===== src/rtl/sid_multi_voice_mixer.sv =====
// N-voice SID register bank and sequential mixer: decodes rising-edge register
// writes per voice, then scales, mutes and sums one voice per clock into an 8-bit sample.
module sid_multi_voice_mixer #(
  parameter int NUM_VOICES = 4,
  parameter int VSEL_W     = 2,
  parameter int MIX_SHIFT  = 2,
  parameter int SAMPLE_DIV = 255
) (
  input  logic                    clk,
  input  logic                    rst,
  input  logic [2:0]              reg_addr,
  input  logic [VSEL_W-1:0]       voice_sel,
  input  logic                    wr_en,
  input  logic [7:0]              wr_data,
  input  logic [8*NUM_VOICES-1:0] voice_in,
  output logic [16*NUM_VOICES-1:0] frequency,
  output logic [8*NUM_VOICES-1:0] duration,
  output logic [8*NUM_VOICES-1:0] attack,
  output logic [8*NUM_VOICES-1:0] sustain,
  output logic [8*NUM_VOICES-1:0] waveform,
  output logic [7:0]              mix_out,
  output logic                    sample_valid
);

  localparam int IDX_W = $clog2(NUM_VOICES);
  localparam int ACC_W = 8 + $clog2(NUM_VOICES);
  localparam int DIV_W = $clog2(SAMPLE_DIV);

  typedef enum logic {
    S_IDLE = 1'b0,
    S_ACC  = 1'b1
  } scan_state_t;

  scan_state_t state, state_next;

  logic [7:0]            gain [NUM_VOICES];
  logic [NUM_VOICES-1:0] mute;
  logic                  wr_en_d;
  logic                  wr_fire;
  logic [DIV_W-1:0]      div_cnt;
  logic [ACC_W-1:0]      acc;
  logic [IDX_W-1:0]      idx;
  logic                  last_voice;

  logic [7:0]       cur_voice;
  logic [7:0]       cur_gain;
  logic             cur_mute;
  logic [7:0]       term;
  logic [ACC_W-1:0] acc_sum;
  logic [ACC_W-1:0] shifted;
  logic [7:0]       sat;

  // A held strobe writes once: only the first cycle of a high wr_en counts.
  assign wr_fire = wr_en & ~wr_en_d;

  always_ff @(posedge clk) begin
    if (rst) begin
      wr_en_d   <= 1'b0;
      frequency <= '0;
      duration  <= '0;
      attack    <= '0;
      sustain   <= '0;
      waveform  <= '0;
      mute      <= '0;
      for (int k = 0; k < NUM_VOICES; k++) begin
        gain[k] <= 8'hFF;
      end
    end else begin
      wr_en_d <= wr_en;
      for (int k = 0; k < NUM_VOICES; k++) begin
        if (wr_fire && (voice_sel == VSEL_W'(k))) begin
          case (reg_addr)
            3'd0:    frequency[16*k +: 8]   <= wr_data;
            3'd1:    frequency[16*k+8 +: 8] <= wr_data;
            3'd2:    duration[8*k +: 8]     <= wr_data;
            3'd3:    gain[k]                <= wr_data;
            3'd4:    attack[8*k +: 8]       <= wr_data;
            3'd5:    sustain[8*k +: 8]      <= wr_data;
            3'd6:    waveform[8*k +: 8]     <= wr_data;
            default: mute[k]                <= wr_data[0];
          endcase
        end
      end
    end
  end

  // idx is 0 while idle, so the same mux feeds the first term and the later ones.
  always_comb begin
    cur_voice = '0;
    cur_gain  = '0;
    cur_mute  = 1'b0;
    for (int k = 0; k < NUM_VOICES; k++) begin
      if (idx == IDX_W'(k)) begin
        cur_voice = voice_in[8*k +: 8];
        cur_gain  = gain[k];
        cur_mute  = mute[k];
      end
    end
    term = cur_mute ? 8'd0
                    : 8'((16'(cur_voice) * (16'(cur_gain) + 16'd1)) >> 8);
  end

  assign acc_sum = acc + ACC_W'(term);
  assign shifted = acc_sum >> MIX_SHIFT;
  assign sat     = (|shifted[ACC_W-1:8]) ? 8'hFF : shifted[7:0];

  always_comb begin
    state_next = state;
    last_voice = 1'b0;
    case (state)
      S_IDLE: begin
        if (div_cnt == '0) state_next = S_ACC;
      end
      S_ACC: begin
        if (idx == IDX_W'(NUM_VOICES - 1)) begin
          state_next = S_IDLE;
          last_voice = 1'b1;
        end
      end
      default: state_next = S_IDLE;
    endcase
  end

  always_ff @(posedge clk) begin
    if (rst) begin
      state        <= S_IDLE;
      div_cnt      <= '0;
      acc          <= '0;
      idx          <= '0;
      mix_out      <= '0;
      sample_valid <= 1'b0;
    end else begin
      state        <= state_next;
      div_cnt      <= (div_cnt == DIV_W'(SAMPLE_DIV - 1)) ? '0 : div_cnt + DIV_W'(1);
      sample_valid <= last_voice;
      if (state == S_IDLE) begin
        if (div_cnt == '0) begin
          acc <= ACC_W'(term);
          idx <= IDX_W'(1);
        end
      end else if (last_voice) begin
        mix_out <= sat;
        idx     <= '0;
      end else begin
        acc <= acc_sum;
        idx <= idx + IDX_W'(1);
      end
    end
  end

endmodule


===== config.mk =====
export PLATFORM = sky130hd
export DESIGN_NAME = sid_multi_voice_mixer
export DESIGN_NICKNAME = d
export VERILOG_FILES = /design/src/rtl/sid_multi_voice_mixer.sv
export SDC_FILE = /design/constraint.sdc
export NUM_CORES = 1
export LEC_CHECK = 0
export ABC_CLOCK_PERIOD_IN_PS = 14600
export BUFFER_PORTS_ARGS = -buffer_cell sky130_fd_sc_hd__buf_2
export CORE_MARGIN = 3
export CORE_UTILIZATION = 45
export CTS_BUF_LIST = sky130_fd_sc_hd__clkbuf_4 sky130_fd_sc_hd__clkbuf_8
export DETAILED_ROUTE_END_ITERATION = 10
export GPL_TIMING_DRIVEN = 0
export PLACE_DENSITY = 0.69
export SLEW_MARGIN = 15
export SYNTH_ARGS = -nofsm -noshare
export SYNTH_HDL_FRONTEND = slang
export SYNTH_SLANG_ARGS = --single-unit

===== constraint.sdc =====
create_clock -name clk -period 14.6 [get_ports clk]
set_input_delay 1.46 -clock clk [delete_from_list [all_inputs] [get_ports clk]]
set_output_delay 1.46 -clock clk [all_outputs]
set_load 0.05 [all_outputs]

# Word level (Yosys, flattened, before mapping)
# Memory sizes are Yosys's and may differ from the RTL's.
# Index checks and enable logic that the tools add are counted.
dict set report op_classes {
  n_mul 1
  add_sub_neg 4
  bitwise_logic 8
  n_eq_ne 14
  n_mux 43
  n_reduce_logical 41
}
# operator count
set op_table {}
lappend op_table {{$mux 8} 13}
lappend op_table {{$reduce_and 2->1} 30}
lappend op_table {{$mux 10} 3}
lappend op_table {{$mux 1} 23}
lappend op_table {{$mul 8x9->16} 1}
lappend op_table {{$add 10x8->10} 1}
lappend op_table {{$add 8x1->9 const B} 1}
lappend op_table {{$eq 3x3->1 const B} 3}
lappend op_table {{$add 8x1->8 const B} 1}
lappend op_table {{$eq 2x2->1 const B} 4}
lappend op_table {{$eq 8x8->1 const B} 1}
lappend op_table {{$logic_not 8->1} 1}
lappend op_table {{$reduce_or 7->1} 1}
lappend op_table {{$eq 3x2->1 const B} 2}
lappend op_table {{$mux 2} 3}
lappend op_table {{$eq 2x1->1 const B} 2}
lappend op_table {{$logic_and 1x1->1} 4}
lappend op_table {{$logic_not 2->1} 2}
lappend op_table {{$or 1x1->1} 4}
lappend op_table {{$eq 3x1->1 const B} 1}
lappend op_table {{$logic_not 3->1} 1}
lappend op_table {{$not 1->1} 3}
lappend op_table {{$add 2x1->2 const B} 1}
lappend op_table {{$ne 2x2->1 const B} 1}
lappend op_table {{4 further kinds} 4}
dict set report word_totals {
  memories 1
  regBits 227
  word_cells 147
  ram_bits 32
}
# memory depth width rd rd_ports_with_merged_regs wr line
set memory_table {}
lappend memory_table {gain 4 8 4 0 4 36} ;# logic [7:0] gain [NUM_VOICES];

# Logic depth before layout (Yosys ltp)
# Gate-level depths: netlist of run 1.
dict set report logic_depth {
  ltp_word 11
  mapped_depth 37
}

# Worst setup path before layout of run 1
# Ideal clock, no wire load.
dict set report synth_timing {
  path_kind {input -> register}
  startpoint {input port voice_in[4]}
  endpoint {register mix_out[7]}
  n_path_buf 0
  path_stages 30
  t_required_ps 14514
  t_arrival_ps 7543
  path_slack_ps 6972
  setup_ps 86
  path_cell_list {nand2_1 -> nor2_1 -> a21oi_1 -> nor2_1 -> a21oi_1 -> nor2_1 -> a21oi_1 -> nor2_1 -> fa_1 -> fa_1 -> fa_1 -> inv_1 -> fa_1 -> inv_1 -> ha_1 -> a21o_1 -> a21o_1 -> a221oi_1 -> a2bb2oi_1 -> o311a_1 -> xnor2_1 -> nor2_1 -> ha_1 -> nor3_1 -> nor2_1 -> a31oi_1 -> nor2b_1 -> o21ai_0 -> xor2_1 -> a211oi_1}
}
dict set report synth_via {
  elab_chain_len 7
}
# element line
set synth_lines {}
lappend synth_lines {{start, declared} 15} ;# input logic [8*NUM_VOICES-1:0] voice_in,
lappend synth_lines {{$mux 8 (4 in a row)} 93} ;# if (idx == IDX_W'(k)) begin
lappend synth_lines {{$mul 8x9->16} 100} ;# : 8'((16'(cur_voice) * (16'(cur_gain) + 16'd1)) >> 8);
lappend synth_lines {{$mux 8} 99} ;# term = cur_mute ? 8'd0
lappend synth_lines {{$add 10x8->10} 103} ;# assign acc_sum = acc + ACC_W'(term);
lappend synth_lines {{end signal, assigned} 142} ;# mix_out <= sat;
lappend synth_lines {{end, declared} 21} ;# output logic [7:0] mix_out,
# No other way between the ends.
# A chain may end at the register's enable or synchronous reset.

# Final worst setup path of run 1
dict set report layout_timing {
  startpoint {register idx[0]}
  endpoint {register mix_out[7]}
}
dict set report layout_via {
  elab_chain_len 9
  elab_cells_between_ends 23
  cone_classes {add/sub: 2; mul: 1; eq/ne: 3; mux: 15; reduce/logical: 2}
}
# element line
set layout_lines {}
lappend layout_lines {{start, declared} 42} ;# logic [IDX_W-1:0] idx;
lappend layout_lines {{start signal, assigned} 146} ;# idx <= idx + IDX_W'(1);
lappend layout_lines {{$logic_not 2->1} 93}
lappend layout_lines {{$mux 8 (4 in a row)} 93}
lappend layout_lines {{$add 8x1->9} 100}
lappend layout_lines {{$mul 8x9->16} 100}
lappend layout_lines {{$mux 8} 99}
lappend layout_lines {{$add 10x8->10} 103}
# Parallel ways exist; a longest one is shown, timed or not.

==> impl_metrics.py, run 1 <==
metrics = {
    "status": {
        "status": "completed",
    },
    "route": {
        "drtIter0Drc": 589,
        "postRouteAntennaNets": 0,
        "via_per_inst": 5.28,
        "totalWireLength_mm": 37.6,
        "drc": 0,
        "drtPass1Iterations": 5,
        "wire_per_inst_um": 18.0,
        "num_vias": 11005,
    },
    "cells_and_area": {
        "area_growth_pct": 20.3,
        "num_antenna_cells": 0,
        "utilization": 0.559,
        "fin_nets": 1818,
        "stdcell_area_um2": 15300,
        "drive_above_1_share": 0.218,
        "fillers": 2475,
    },
    "worst_hold_path": {
        "hold_path_class": "reg2reg",
        "min_from": "mix_out[4]",
    },
    "placement": {
        "routabilityCongestion": 0.893,
        "place_area_um2": 14400,
        "hpwlAfterDp_mm": 28.0,
        "port_buffers": 238,
    },
    "sta": {
        "hold_viol": 0,
        "finalCritPeriodShare": 0.626,
        "slew_headroom": 0.314,
        "setup_viol_count_final": 0,
        "fin_tns_setup_ps": 0,
        "finClkSkew_ps": 28.9,
        "finalMaxSlewViolations": 0,
        "rsz0062_at_grt": "no",
        "worst_pin_slew_ps": 1030,
        "fin_crit_ps": 9130,
        "fmax_mhz": 109,
    },
    "cts": {
        "cts_setup_buffers": 0,
        "htree_levels": 2,
        "cts_hold_buffers": 0,
        "cts_sinks": 259,
        "clk_pin_slew_ps": 60,
        "cts_inserted_buffers": 41,
        "cts_resized": 0,
        "root_buffer": "clkbuf_8",
        "cts_tree": "yes",
        "cts_buffer_depth": 3,
        "insertion_delay_ps": 540,
    },
    "die": {
        "initial_core_util": 0.464,
        "die_y_um": 174,
        "coreArea_um2": 27400,
        "pin_count": 249,
        "dieArea_um2": 30300,
        "die_w_um": 174,
        "rows": 60,
    },
    "setup_path": {
        "critPathCaptureType": "flop",
        "r2r-start": "idx[0]",
        "critPathKind": "reg2reg",
        "crit_arrival_ps": 9590,
        "worstSetupStartpointType": "flop",
        "crit_fanout": 10,
        "cp_slowest_stage_delay_ps": 700,
        "crit_top_cell": "nor2_1",
        "setup.worst_path.start": "idx[0]",
        "cp.required_ps": 15050,
        "cp_slowest_cell": "a21oi_1",
    },
    "global_routing": {
        "grt_pass1_wl_mm": 59.8,
        "grt_antenna_before_repair": 0,
        "grt_usage": 0.242,
        "grt_pass1_vias": 11113,
        "gr-total-overflow": 0,
        "grt_max_degree": 11,
    },
    "synth": {
        "syn_area_per_cell_um2": 9.09,
        "yosys_most_used_dff": "dfxtp_1",
        "synth_area_um2": 12700,
        "ys_seq_elements": 259,
        "synth-seq-area-share": 0.433,
        "synth.distinct_cells": 64,
        "netlist_instances": 1400,
        "async_flop_share": 0,
        "synth-warning-count": 0,
        "synth-edff-count": 32,
        "mappedNetlistNets": 1537,
    },
    "flow_run": {
        "max_cap_violations": 0,
    },
    "pwr": {
        "power_density_nw_per_um2": 191,
        "max-vdd-ir-drop_mv": 0.157,
        "leakage_nw": 7.03,
    },
}
-- cells in the mapped netlist, types with 32 or more instances --
master | count | area [um^2]
ha_1 | 48 | 601
mux2i_1 | 140 | 1400
or2_2 | 45 | 282
a21oi_1 | 105 | 526
nand2_1 | 119 | 447
nor2_1 | 256 | 961
dfxtp_1 | 227 | 4540
inv_1 | 61 | 229
clkbuf_1 | 77 | 289
edfxtp_1 | 32 | 961
fa_1 | 41 | 821
nand3_1 | 67 | 335
-- final cells by class --
type                       count  area [um^2]  area share
multi-input combinational    994         6650       0.434
sequential                   259         5510       0.359
timing repair buffer         238         1190      0.0778
clock buffer                  63          817      0.0533
tap                          372          465      0.0304
buffer                        85          345      0.0225
inverter                      62          233      0.0152
clock inverter                12          110     0.00719
-- power breakdown --
part | internal [mW] | switching, mW
Clock | 0.393 | 0.290
Sequential | 0.739 | 0.00981
Combinational | 0.593 | 0.901
Total | 1.73 | 1.20
-- worst paths after layout --
| kind | end | slack (ps) | cells after the start |
|---|---|---|---|
| worst max-delay path | mix_out[7] | 5470 | 33 |
| worst min-delay path | mix_out[4] | 450 | 2 |
| worst max register to register | mix_out[7] | 5470 | 33 |
| worst min register to register | mix_out[4] | 450 | 2 |
-- kinds of logic after synthesis --
logic type	Yosys count	share of synthesized area
xor gates and xnor gates	29	0.0200
adders and majority gates	89	0.112
buffers and inverters	147	0.0454
muxes	140	0.110
AOI/OAI and AO/OA	179	0.0840
and+or+nand+nor	557	0.196
DFF	259	0.433
-- flip-flops by register name (all words and copies together), names as in the netlist --
signal        count
acc              10
attack           32
div_cnt           8
duration         32
frequency        64
gain             32
idx               2
mix_out           8
mute              4
sample_valid      1
state             1
sustain          32
waveform         32
wr_en_d           1
-- routing by layer --
metal / GRT usage / part of all wire / vias up
li1: - / - / 5261
met1: 0.284 / 0.40 / 5280
met2: 0.418 / 0.48 / 381
met3: 0.0743 / 0.087 / 83
met4: 0.0881 / 0.033 / 0
met5: 0 / 0 / -
-- critical path: cells and delay by family, from the launching register on --
family / cells / cell delay (ps)
flops: 1 / 400
simple gates: 7 / 650
compound gates: 12 / 3480
buf+inv: 5 / 1140
xor+xnor: 2 / 310
fa+ha+maj: 7 / 3070
-- through the flow --
| stage | hold WS [ps] | total power, mW | cells | worst slack [ps] |
|---|---|---|---|---|
| 2_1_floorplan | 447 | 1.90 | 1400 | 6970 |
| 3_3_place_gp | 439 | 2.20 | 2010 | 5720 |
| 3_5_place_dp | 444 | 2.24 | 2010 | 5540 |
| 4_1_cts | 452 | 2.93 | 2085 | 5500 |
| 5_1_grt | 470 | 3.18 | 2085 | 4740 |
| 6_report | 449 | 2.93 | 2085 | 5470 |
-- layout by cell type, fill, tap and decap left out, drive strengths merged, types with 2 or more instances in the layout --
cell	instances
clkinv	9
nand2b	4
nor3	13
and2	4
o21ai	18
inv	62
nor3b	3
a31oi	5
nand3b	13
a31o	3
xor2	12
and3	6
or4	5
ha	48
or3	4
a21o	3
a22oi	3
buf	246
o21bai	6
a21oi	106
xnor2	17
nor2b	12
or2	45
fa	41
dfxtp	227
clkbuf	140
o22ai	9
o211ai	2
nand2	119
bufinv	2
mux2i	140
a211oi	3
a221oi	6
a21boi	2
nand3	67
nor2	257
edfxtp	32
nor4b	2
Power figures use the tool's default switching activity.
==> run 2: changes to the inputs <==
--- a/config.mk
+++ b/config.mk
@@ -5,7 +5,7 @@
 export SDC_FILE = /design/constraint.sdc
 export NUM_CORES = 1
 export LEC_CHECK = 0
-export ABC_CLOCK_PERIOD_IN_PS = 14600
+export ABC_CLOCK_PERIOD_IN_PS = 9260
 export BUFFER_PORTS_ARGS = -buffer_cell sky130_fd_sc_hd__buf_2
 export CORE_MARGIN = 3
 export CORE_UTILIZATION = 45
==> constraint.sdc (replaced) <==
create_clock -name clk -period 9.26 [get_ports clk]
set_input_delay 0.926 -clock clk [delete_from_list [all_inputs] [get_ports clk]]
set_output_delay 0.926 -clock clk [all_outputs]
set_load 0.05 [all_outputs]
==> impl_metrics.py, run 2 (synthesis gave the netlist of run 1 again) <==
metrics = {
    "status": {
        "status": "completed",
    },
    "setup_path": {
        "cp.required_ps": 9710,
        "reg2reg_depth": 34,
        "worstSetupStartpointType": "flop",
        "critPathCaptureType": "flop",
        "crit_arrival_ps": 9080,
        "cp_slowest_stage_delay_ps": 550,
        "critPathKind": "reg2reg",
        "r2r-start": "idx[0]",
        "crit_fanout": 10,
        "cp_slowest_cell": "fa_1",
        "r2r-end": "mix_out[7]",
        "reg2reg_slack_ps": 630,
    },
    "cells_and_area": {
        "largest_reg_flops": 64,
        "num_antenna_cells": 0,
        "area_growth_pct": 20.7,
        "stdcell_area_um2": 15400,
        "drive_above_1_share": 0.226,
        "layout_commonest_cell": "nor2_1",
        "fin_nets": 1817,
        "regMostFlops": "frequency",
        "most-common-layout-cells": "nor2_1 (256), buf_2 (238), dfxtp_1 (227), mux2i_1 (140), nand2_1 (119)",
    },
    "global_routing": {
        "grt_antenna_before_repair": 0,
        "grt_usage": 0.242,
        "grt_pass1_wl_mm": 59.8,
        "top_usage_layer": "met2",
        "grtUsageMet2": 0.418,
        "grt_pass1_vias": 11113,
        "grt_max_degree": 11,
        "met1_usage": 0.284,
        "gr-total-overflow": 0,
        "use_met3": 0.0743,
    },
    "cts": {
        "cts_tree": "yes",
        "cts_resized": 0,
        "htree_levels": 2,
        "cts_hold_buffers": 0,
        "root_buffer": "clkbuf_8",
        "cts_inserted_buffers": 41,
        "clk_pin_slew_ps": 60,
        "cts_buffer_depth": 3,
        "cts_sinks": 259,
        "cts_setup_buffers": 0,
        "insertion_delay_ps": 540,
    },
    "sta": {
        "hold_viol": 0,
        "finalCritPeriodShare": 0.932,
        "setup_viol_count_final": 0,
        "slew_headroom": 0.301,
        "fmax_mhz": 116,
        "rsz0062_at_grt": "no",
        "finClkSkew_ps": 24.1,
        "fin_crit_ps": 8630,
        "finalMaxSlewViolations": 0,
        "fin_tns_setup_ps": 0,
        "worst_pin_slew_ps": 1040,
    },
    "route": {
        "via_per_inst": 5.30,
        "drtPass1Iterations": 5,
        "totalWireLength_mm": 37.7,
        "postRouteAntennaNets": 0,
        "drtIter0Drc": 547,
        "wire_per_inst_um": 18.1,
        "drc": 0,
        "num_vias": 11045,
    },
    "die": {
        "die_w_um": 174,
        "dieArea_um2": 30300,
        "initial_core_util": 0.464,
        "rows": 60,
        "coreArea_um2": 27400,
        "pin_count": 249,
        "die_y_um": 174,
    },
    "placement": {
        "hpwlAfterDp_mm": 28.0,
        "place_area_um2": 14400,
        "routabilityCongestion": 0.893,
        "port_buffers": 238,
    },
    "worst_hold_path": {
        "min_from": "mix_out[4]",
        "hold_path_end": "mix_out[4]",
        "holdPathStages": 2,
        "hold_path_class": "reg2reg",
    },
    "flow_run": {
        "max_cap_violations": 0,
    },
    "pwr": {
        "leakage_nw": 7.06,
        "max-vdd-ir-drop_mv": 0.242,
        "power_density_nw_per_um2": 301,
    },
}
## run 2: cell count changes in the layout (fill, tap and decap cells not counted), moves of 2 or more
cell	before	now
clkbuf_1	77	72
xnor2_1	17	15
xnor2_2	0	2
a21oi_2	1	6
a21oi_1	105	100
clkbuf_2	0	5
## run 2: worst max-delay path: cells and delay by family, from the launching register on
family / cells / cell delay [ps]
adder cells (fa/ha/maj): 8 / 2990
AO/OA/AOI/OAI: 11 / 2880
buffers and inverters: 6 / 820
AND/OR/NAND/NOR: 6 / 750
XOR/XNOR: 3 / 710
flip-flops: 1 / 400
## run 2: worst max path at each step
stage	from	end	depth (start not counted)	slack, ps
2_1_floorplan	idx[0]	mix_out[7]	35	1690
3_3_place_gp	idx[0]	mix_out[7]	30	380
3_5_place_dp	idx[0]	mix_out[7]	33	200
4_1_cts	idx[0]	mix_out[7]	33	160
5_1_grt	idx[0]	mix_out[7]	33	80
6_report	idx[0]	mix_out[7]	34	630
## run 2: where the power goes
group,switching [mW],internal (mW)
clock,0.455,0.620
sequential,0.0155,1.17
combinational,1.42,0.939
## run 2: through the flow
stage | cells | setup WS [ps] | hold WS (ps) | utilization | power (mW)
final | 2084 | 629 | 449 | 0.561 | 4.62
after detailed placement | 2010 | 204 | 444 | 0.525 | 3.53
after global placement | 2010 | 384 | 439 | 0.525 | 3.46
after floorplan | 1400 | 1690 | 447 | - | 3.00
after CTS | 2085 | 164 | 452 | 0.559 | 4.62
after global routing | 2084 | 82.5 | 470 | 0.561 | 5.02
## run 2: area by class of cell
class                      count  area, um^2
multi-input combinational    994        6690
sequential                   259        5510
clock buffer                  63         817
fill                        2471       12000
tap                          372         465
clock inverter                12         110
inverter                      62         233
buffer                        84         348
timing repair buffer         238        1190
## run 2: per-layer routing
metal | part of all wire | up-vias | routed length, um
li1 | - | 5257 | -
met1 | 0.40 | 5291 | 15200
met2 | 0.48 | 408 | 18000
met3 | 0.085 | 89 | 3190
met4 | 0.034 | 0 | 1270
met5 | 0 | - | 0
==> run 3: changes to the inputs <==
--- a/config.mk
+++ b/config.mk
@@ -7,12 +7,14 @@
 export LEC_CHECK = 0
 export ABC_CLOCK_PERIOD_IN_PS = 9260
 export BUFFER_PORTS_ARGS = -buffer_cell sky130_fd_sc_hd__buf_2
+export CELL_PAD_IN_SITES_DETAIL_PLACEMENT = 2
+export CELL_PAD_IN_SITES_GLOBAL_PLACEMENT = 2
 export CORE_MARGIN = 3
-export CORE_UTILIZATION = 45
+export CORE_UTILIZATION = 35
 export CTS_BUF_LIST = sky130_fd_sc_hd__clkbuf_4 sky130_fd_sc_hd__clkbuf_8
 export DETAILED_ROUTE_END_ITERATION = 10
 export GPL_TIMING_DRIVEN = 0
-export PLACE_DENSITY = 0.69
+export PLACE_DENSITY = 0.85
 export SLEW_MARGIN = 15
 export SYNTH_ARGS = -nofsm -noshare
 export SYNTH_HDL_FRONTEND = slang
==> impl_metrics.py, run 3 (synthesis gave the netlist of run 1 again) <==
metrics = {
    "status": {
        "status": "completed",
    },
    "placement": {
        "hpwlAfterDp_mm": 37.5,
        "port_buffers": 238,
        "routabilityCongestion": 0.792,
    },
    "cells_and_area": {
        "seq_area_um2": 5510,
        "regMostFlops": "frequency",
        "layout_commonest_cell": "nor2_1",
        "multi_input_area_um2": 6720,
        "drive_above_1_share": 0.232,
        "largest_reg_flops": 64,
        "fin_nets": 1824,
        "area_growth_pct": 21.8,
        "most-common-layout-cells": "nor2_1 (256), buf_2 (238), dfxtp_1 (227), mux2i_1 (140), nand2_1 (119)",
        "fillers": 3899,
    },
    "pwr": {
        "clockPowerShare": 0.226,
        "switchingPower_mw": 2.09,
        "power_density_nw_per_um2": 311,
        "p_seq_frac": 0.246,
        "pwr-share-comb": 0.529,
        "max-vdd-ir-drop_mv": 0.249,
        "leakage_nw": 7.08,
        "cell_internal_pwr_mw": 2.73,
        "p_sw_frac": 0.434,
    },
    "die": {
        "coreArea_um2": 35700,
        "pin_count": 249,
        "initial_core_util": 0.356,
        "rows": 69,
        "die_y_um": 197,
        "dieArea_um2": 38700,
        "die_w_um": 197,
    },
    "sta": {
        "finalMaxSlewViolations": 0,
        "worst_pin_slew_ps": 1120,
        "rsz0062_at_grt": "no",
        "hold_ws_ps": 455,
        "fin_tns_setup_ps": 0,
        "fin_crit_ps": 8660,
        "setup_viol_count_final": 0,
        "finClkSkew_ps": 45.4,
        "slew_headroom": 0.252,
        "finalCritPeriodShare": 0.935,
        "fmax_mhz": 116,
        "hold_viol": 0,
    },
    "setup_path": {
        "cp.required_ps": 9740,
        "crit_arrival_ps": 9140,
        "worstSetupStartpointType": "flop",
        "cp_slowest_cell": "fa_1",
        "reg2reg_slack_ps": 600,
        "reg2reg_depth": 35,
        "crit_top_cell": "fa_1",
        "cp_slowest_stage_delay_ps": 530,
        "crit_fanout": 10,
        "critPathCaptureType": "flop",
        "critPathKind": "reg2reg",
    },
    "route": {
        "drtIter0Drc": 533,
        "totalWireLength_mm": 55.1,
        "postRouteAntennaNets": 0,
        "drc": 0,
        "num_vias": 11760,
        "via_per_inst": 5.39,
        "wire_per_inst_um": 25.2,
        "drtPass1Iterations": 5,
    },
    "cts": {
        "clk_pin_slew_ps": 60,
        "htree_levels": 2,
        "cts_buffer_depth": 3,
        "cts_tree": "yes",
        "insertion_delay_ps": 600,
        "cts_hold_buffers": 0,
        "cts_sinks": 259,
        "root_buffer": "clkbuf_8",
        "cts_inserted_buffers": 44,
    },
    "global_routing": {
        "grt_usage": 0.279,
        "grt_max_degree": 13,
        "grt_pass1_vias": 13637,
        "met1_usage": 0.302,
        "grt_pass1_wl_mm": 83.4,
        "top_usage_layer": "met2",
        "use_met3": 0.0747,
        "grtUsageMet2": 0.516,
        "gr-total-overflow": 0,
        "grt_antenna_before_repair": 1,
    },
    "flow_run": {
        "max_cap_violations": 0,
    },
    "worst_hold_path": {
        "hold_path_class": "reg2reg",
        "holdPathStages": 2,
    },
}
## run 3: stage by stage
stage          setup slack, ps  std cells  instance area [um^2]  utilization  power, mW
2_1_floorplan             1690       1400                 12700            -       3.00
3_3_place_gp               255       2099                 14500        0.406       3.53
3_5_place_dp              -150       2099                 14500        0.406       3.71
4_1_cts                   59.8       2178                 15400        0.432       4.82
5_1_grt                   15.2       2181                 15500        0.434       5.22
6_report                   603       2182                 15500        0.434       4.82
## run 3: metal layers
metal / vias to the layer above / share of wire
li1: 5270 / -
met1: 5943 / 0.38
met2: 394 / 0.51
met3: 151 / 0.067
met4: 2 / 0.042
met5: - / 0.00016
## run 3: worst paths after layout
check                              startpoint       endpoint
worst min register to register  frequency[14]  frequency[14]
worst max-delay path                   idx[0]         acc[6]
worst max register to register         idx[0]         acc[6]
worst min-delay path            frequency[14]  frequency[14]
## run 3: area by class of cell
| cell class | instances | share of cell area |
|---|---|---|
| well taps | 461 | 0.0372 |
| clock buffers | 66 | 0.0529 |
| repair buffers | 242 | 0.0788 |
| clock inverters | 13 | 0.00492 |
| inverters | 62 | 0.0150 |
| diodes | 1 | 0.000161 |
| plain buffers | 84 | 0.0224 |
| flip-flops and latches | 259 | 0.355 |
| multi-input cells | 994 | 0.433 |
## run 3: repair_timing
action | CTS | global route
pin swaps | 0 | 1
resized for setup | 8 | 14
cloned | 0 | 0
buffers inserted | 0 | 4
setup endpoints to repair | 4 | 8
## run 3: worst max-delay path, delay by kind of cell (launching register included)
kind                     cells  cell delay, ps
buffers and inverters        6             550
AO/OA/AOI/OAI               11            1990
flip-flops                   1             430
AND/OR/NAND/NOR              9            2170
XOR/XNOR                     2             440
adder cells (fa/ha/maj)      7            2950
## run 3: power groups by stage
stage / sequential, mW / clock, mW / combinational, mW
after floorplan: 1.22 / 0 / 1.77
after global placement: 1.20 / 0 / 2.33
after detailed placement: 1.21 / 0 / 2.51
after CTS: 1.18 / 1.10 / 2.53
after global routing: 1.19 / 1.15 / 2.88
final: 1.18 / 1.09 / 2.55
